[src/rtl/seq_mag_compare_ctrl.sv]
// Sequencer that compares two WIDTH-bit operands MSB nibble first through one
// shared external 4-bit magnitude comparator slice, stopping at the first unequal nibble.
module seq_mag_compare_ctrl #(
    parameter int WIDTH = 16
) (
    input  logic             clk,
    input  logic             rst_n,
    input  logic             start,
    input  logic [WIDTH-1:0] a,
    input  logic [WIDTH-1:0] b,
    output logic [3:0]       slice_a,
    output logic [3:0]       slice_b,
    input  logic             slice_lt,
    input  logic             slice_gt,
    input  logic             slice_eq,
    output logic             busy,
    output logic             done,
    output logic             a_lt_b,
    output logic             a_gt_b,
    output logic             a_eq_b,
    output logic             err,
    output logic [1:0]       o_dbg_state
);

    localparam int NIBBLES = WIDTH / 4;
    localparam int IDX_W   = (NIBBLES > 1) ? $clog2(NIBBLES) : 1;

    typedef enum logic [1:0] {
        S_IDLE = 2'd0,
        S_CMP  = 2'd1,
        S_DONE = 2'd2
    } state_t;

    state_t             r_state;
    state_t             w_state_nxt;
    logic [WIDTH-1:0]   r_op_a;
    logic [WIDTH-1:0]   r_op_b;
    logic [IDX_W-1:0]   r_idx;
    logic               r_lt;
    logic               r_gt;
    logic               r_eq;
    logic               r_err;

    logic               w_accept;
    logic               w_idx_dec;
    logic               w_set_err;
    logic               w_set_gt;
    logic               w_set_lt;
    logic               w_set_eq;
    logic               w_onehot;
    logic [IDX_W+1:0]   w_bit_base;

    assign w_onehot = ({slice_lt, slice_gt, slice_eq} == 3'b100) ||
                      ({slice_lt, slice_gt, slice_eq} == 3'b010) ||
                      ({slice_lt, slice_gt, slice_eq} == 3'b001);

    always_comb begin
        w_state_nxt = r_state;
        w_accept    = 1'b0;
        w_idx_dec   = 1'b0;
        w_set_err   = 1'b0;
        w_set_gt    = 1'b0;
        w_set_lt    = 1'b0;
        w_set_eq    = 1'b0;
        case (r_state)
            S_IDLE: begin
                if (start) begin
                    w_accept    = 1'b1;
                    w_state_nxt = S_CMP;
                end
            end
            S_CMP: begin
                // A malformed slice response wins over any decision it might imply.
                if (!w_onehot) begin
                    w_set_err   = 1'b1;
                    w_state_nxt = S_DONE;
                end else if (slice_gt) begin
                    w_set_gt    = 1'b1;
                    w_state_nxt = S_DONE;
                end else if (slice_lt) begin
                    w_set_lt    = 1'b1;
                    w_state_nxt = S_DONE;
                end else if (r_idx == '0) begin
                    w_set_eq    = 1'b1;
                    w_state_nxt = S_DONE;
                end else begin
                    w_idx_dec   = 1'b1;
                end
            end
            S_DONE:  w_state_nxt = S_IDLE;
            default: w_state_nxt = S_IDLE;
        endcase
    end

    always_ff @(posedge clk or negedge rst_n) begin
        if (!rst_n) begin
            r_state <= S_IDLE;
            r_op_a  <= '0;
            r_op_b  <= '0;
            r_idx   <= '0;
            r_lt    <= 1'b0;
            r_gt    <= 1'b0;
            r_eq    <= 1'b0;
            r_err   <= 1'b0;
        end else begin
            r_state <= w_state_nxt;
            if (w_accept) begin
                r_op_a <= a;
                r_op_b <= b;
                r_idx  <= IDX_W'(NIBBLES - 1);
                r_lt   <= 1'b0;
                r_gt   <= 1'b0;
                r_eq   <= 1'b0;
                r_err  <= 1'b0;
            end
            if (w_idx_dec) r_idx <= r_idx - 1'b1;
            if (w_set_err) r_err <= 1'b1;
            if (w_set_gt)  r_gt  <= 1'b1;
            if (w_set_lt)  r_lt  <= 1'b1;
            if (w_set_eq)  r_eq  <= 1'b1;
        end
    end

    assign w_bit_base = {r_idx, 2'b00};

    always_comb begin
        slice_a = 4'd0;
        slice_b = 4'd0;
        if (r_state == S_CMP) begin
            slice_a = r_op_a[w_bit_base +: 4];
            slice_b = r_op_b[w_bit_base +: 4];
        end
    end

    assign busy        = (r_state == S_CMP) || (r_state == S_DONE);
    assign done        = (r_state == S_DONE);
    assign a_lt_b      = r_lt;
    assign a_gt_b      = r_gt;
    assign a_eq_b      = r_eq;
    assign err         = r_err;
    assign o_dbg_state = r_state;

endmodule
[config.mk]
export PLATFORM = sky130hd
export DESIGN_NAME = seq_mag_compare_ctrl
export DESIGN_NICKNAME = d
export VERILOG_FILES = /design/src/rtl/seq_mag_compare_ctrl.sv
export SDC_FILE = /design/constraint.sdc
export NUM_CORES = 1
export LEC_CHECK = 0
export CAP_MARGIN = 5
export CORE_ASPECT_RATIO = 1.25
export CORE_MARGIN = 1.5
export CORE_UTILIZATION = 51
export CTS_CLUSTER_DIAMETER = 100
export DETAILED_ROUTE_END_ITERATION = 7
export GPL_TIMING_DRIVEN = 1
export PLACE_DENSITY = 0.85
export SLEW_MARGIN = 20
export SYNTH_ARGS = -nofsm -noshare
export SYNTH_HDL_FRONTEND = slang
export SYNTH_SLANG_ARGS = --single-unit
[constraint.sdc]
create_clock -name clk -period 3.3 [get_ports clk]
set_input_delay 0.825 -clock clk [delete_from_list [all_inputs] [get_ports clk]]
set_output_delay 0.825 -clock clk [all_outputs]
set_load 0.03 [all_outputs]
==> flow_metrics.env <==
export IMPL_die_area_mm2=0.00406
export IMPL_die_w_um=57.3
export IMPL_slew_headroom_pct=40.6
export IMPL_final_area_mm2=0.00252
export IMPL_p_comb_share_pct=46.7
export IMPL_synthAdderAreaFrac_pct=3.99
export IMPL_synth_nets=170
export IMPL_finalWirelength_mm=3.63
export IMPL_crit_fanout=11
export IMPL_critical_path_arrival_ns=2.18
export IMPL_synth_top_cells_by_area="dfrtp_1, mux2_2, mux4_2, ha_1, and2_1"
export IMPL_synth_top_family_by_area="multiplexers"
export IMPL_grt_overflow_total=0
export IMPL_criticalPathCategory="flop to output port"
export IMPL_grtUsageTotal_pct=19.9
export IMPL_gp_congestion=0.724
export IMPL_max_freq_mhz=333
export IMPL_fin_worst_skew_ns=0.00313
export IMPL_fp_dieH_um=70.9
export IMPL_worst_slew_pin_slew_ns=0.891
export IMPL_worstSkewPairLatency_ns=0.29
export IMPL_max_cap_violations=0
export IMPL_ys_ff_latch=40
export IMPL_grt_max_degree=41
export IMPL_cp_end_kind="output port"
export IMPL_status="completed"
export IMPL_cts_setup_buffers=0
export IMPL_dr_first_iter_drc_count=30
export IMPL_fin_crit_ns=3.00
export IMPL_firstDrtPassIters=4
export IMPL_grt_pass1_wl_mm=6.02
export IMPL_peakVddDrop_mv=0.717
export IMPL_clock_root_buffer="clkbuf_8"
export IMPL_syn_area_mm2=0.00188
export IMPL_final_nets=224
export IMPL_dp_hpwl_mm=2.68
export IMPL_num_vias=1234
export IMPL_placed_area_mm2=0.00242
export IMPL_antenna_cells=0
export IMPL_cts_buffers=5
export IMPL_ant_nets=0
export IMPL_ioPinCount=54
export IMPL_power_density_mw_per_mm2=924
export IMPL_post_route_period_util_pct=90.9
export IMPL_cts_tree="done"
export IMPL_yosys_warnings=0
export IMPL_cts_max_level=2
export IMPL_nFillCells=265
export IMPL_antenna_found_initial=0
export IMPL_synth_compound_area_share_pct=2.93
export IMPL_cpPeakStageDelay_ns=0.58
export IMPL_switching_share_pct=33.8
export IMPL_syn_area_per_cell_um2=14.9
export IMPL_setup_viol_count_final=0
export IMPL_yosysTopAreaCellShare_pct=53.3
export IMPL_setup_tns_ns=0
export IMPL_clock_power_share_pct=14.9
export IMPL_area_growth_pct=33.9
export IMPL_drive_gt1_share_pct=28.3
export IMPL_wl_per_cell_um=16.6
export IMPL_rsz0062_at_grt="no"
export IMPL_seq_area_frac_synth_pct=53.3
export IMPL_hold_buffers=0
export IMPL_yosys_area_share_simple_pct=5.06
export IMPL_ctsLongestPathBuffers=2
export IMPL_hold_depth=1
export IMPL_path_cells="mux4_1, and2_1, clkdlybuf4s50_1"
export IMPL_p_seq_share_pct=38.4
export IMPL_rows=24
export IMPL_drt_vias_per_instance=5.63
export IMPL_syn_inst=126
export IMPL_cts_sinks=40
export IMPL_synthMuxAreaShare_pct=31.2
export IMPL_yosysUniqueCellTypes=22
export IMPL_reg2reg_depth=5
export IMPL_internal_power_uw=1540
export IMPL_crit_slowest_cell="mux4_1"
export IMPL_hold_viol=0
export IMPL_p_leak_uw=0.00109
export IMPL_synthXorXnorAreaFrac_pct=0.466
export IMPL_drv_slew=0
export IMPL_fp_coreArea_mm2=0.00351
export IMPL_drc=0
export IMPL_start_util_pct=53.5
export IMPL_synth_top_cell_by_area="dfrtp_1"
export IMPL_grt_pass1_vias=1278
export IMPL_start_kind="flop"
export IMPL_path_clk_slew_ns=0.07
export IMPL_port_buffers=53
export IMPL_required_ns=2.47
export IMPL_switchingPower_uw=786
export IMPL_hold_class="flop to flop"
-- flip-flops by register name (all words and copies together), names as in the netlist --
register	cells
r_op_a	16
a_lt_b	1
a_gt_b	1
a_eq_b	1
r_idx	2
o_dbg_state	2
r_op_b	16
err	1
-- area by class of cell --
class	instances	area, µm²	area share, %
timing repair buffer	53	526	20.9
clock buffer	7	96.3	3.83
inverter	6	22.5	0.895
multi-input combinational	74	821	32.6
tap	39	48.8	1.94
sequential	40	1000	39.8
-- cell usage after synthesis --
master,n
nand2_2,1
mux4_1,1
and2_1,8
nor2_1,1
clkbuf_1,1
nand2_1,1
buf_2,4
ha_1,6
a22o_1,1
mux2_2,34
mux4_2,7
buf_6,1
o22ai_1,1
inv_1,6
nand4bb_1,1
a21o_1,2
nor4bb_1,2
mux2i_1,2
dfrtp_1,40
o21ai_0,3
xor2_1,1
a21oi_1,2
-- stage by stage --
step	worst slack [ns]	hold WS, ns	cells	total power (µW)	utilization [%]
floorplan	1.13	0.470	126	1640	-
global placement	0.397	0.463	212	1940	68.8
detailed placement	0.381	0.466	212	2000	68.8
CTS	0.0578	0.483	219	2350	71.6
global route	0.192	0.505	219	2460	71.6
finish	0.300	0.478	219	2320	71.6
-- what timing repair did --
| action | 4_1_cts | 5_1_grt |
|---|---|---|
| resized for setup | 0 | 1 |
| hold endpoints to repair | 0 | 0 |
| setup endpoints to repair | 0 | 8 |
-- critical path, delay by kind of cell, from the launching register on --
family / cells / cell delay, ns
mux: 1 / 0.58
buf+inv: 1 / 0.58
flops: 1 / 0.56
simple gates: 1 / 0.17
-- path summary, 6_finish.rpt --
check / from / slack, ns / end
max: r_idx[0] / 0.30 / slice_a[3]
min: a_gt_b / 0.48 / a_gt_b
max reg2reg: o_dbg_state[1] / 1.33 / o_dbg_state[0]
min reg2reg: a_gt_b / 0.48 / a_gt_b
max in group asynchronous: rst_n / 2.03 / r_idx[0]
min in group asynchronous: rst_n / 0.65 / err
-- kinds of logic (layout without fill, tap and decap cells) --
family	count (synthesis)	in the layout
compound gates	9	9
flops	40	40
mux	44	44
simple gates	14	14
xor+xnor	1	1
buf+inv	12	66
fa+ha+maj	6	6
-- power groups by stage --
stage	Sequential, µW	Combinational, µW	Clock [µW]
6_report	893	1080	347
4_1_cts	895	1100	355
2_1_floorplan	880	765	0
3_5_place_dp	906	1100	0
3_3_place_gp	885	1060	0
5_1_grt	928	1160	374
-- per-layer routing --
| metal | wire (µm) | global-route usage, % | vias to the layer above | share of wire [%] |
|---|---|---|---|---|
| met5 | 0 | 0 | - | 0 |
| met4 | 11 | 7.49 | 0 | 0.30 |
| met3 | 207 | 5.48 | 2 | 5.7 |
| met2 | 1930 | 31.7 | 48 | 53 |
| met1 | 1480 | 26.2 | 624 | 41 |
| li1 | - | - | 560 | - |
-- cells in the final DEF, fill, tap and decap left out --
cell type	count
o22ai_1	1
o21ai_0	3
xor2_1	1
clkbuf_8	7
mux4_1	1
nor4bb_1	2
dfrtp_2	1
nand2_2	1
ha_1	6
mux2i_1	2
a21oi_1	2
and2_1	8
nor2_1	1
mux4_2	7
clkdlybuf4s50_1	52
buf_2	1
dfrtp_1	39
nand2_1	1
mux2_2	34
a21o_1	2
nand4bb_1	1
a22o_1	1
inv_1	6
(Power assumes the default switching activity.)
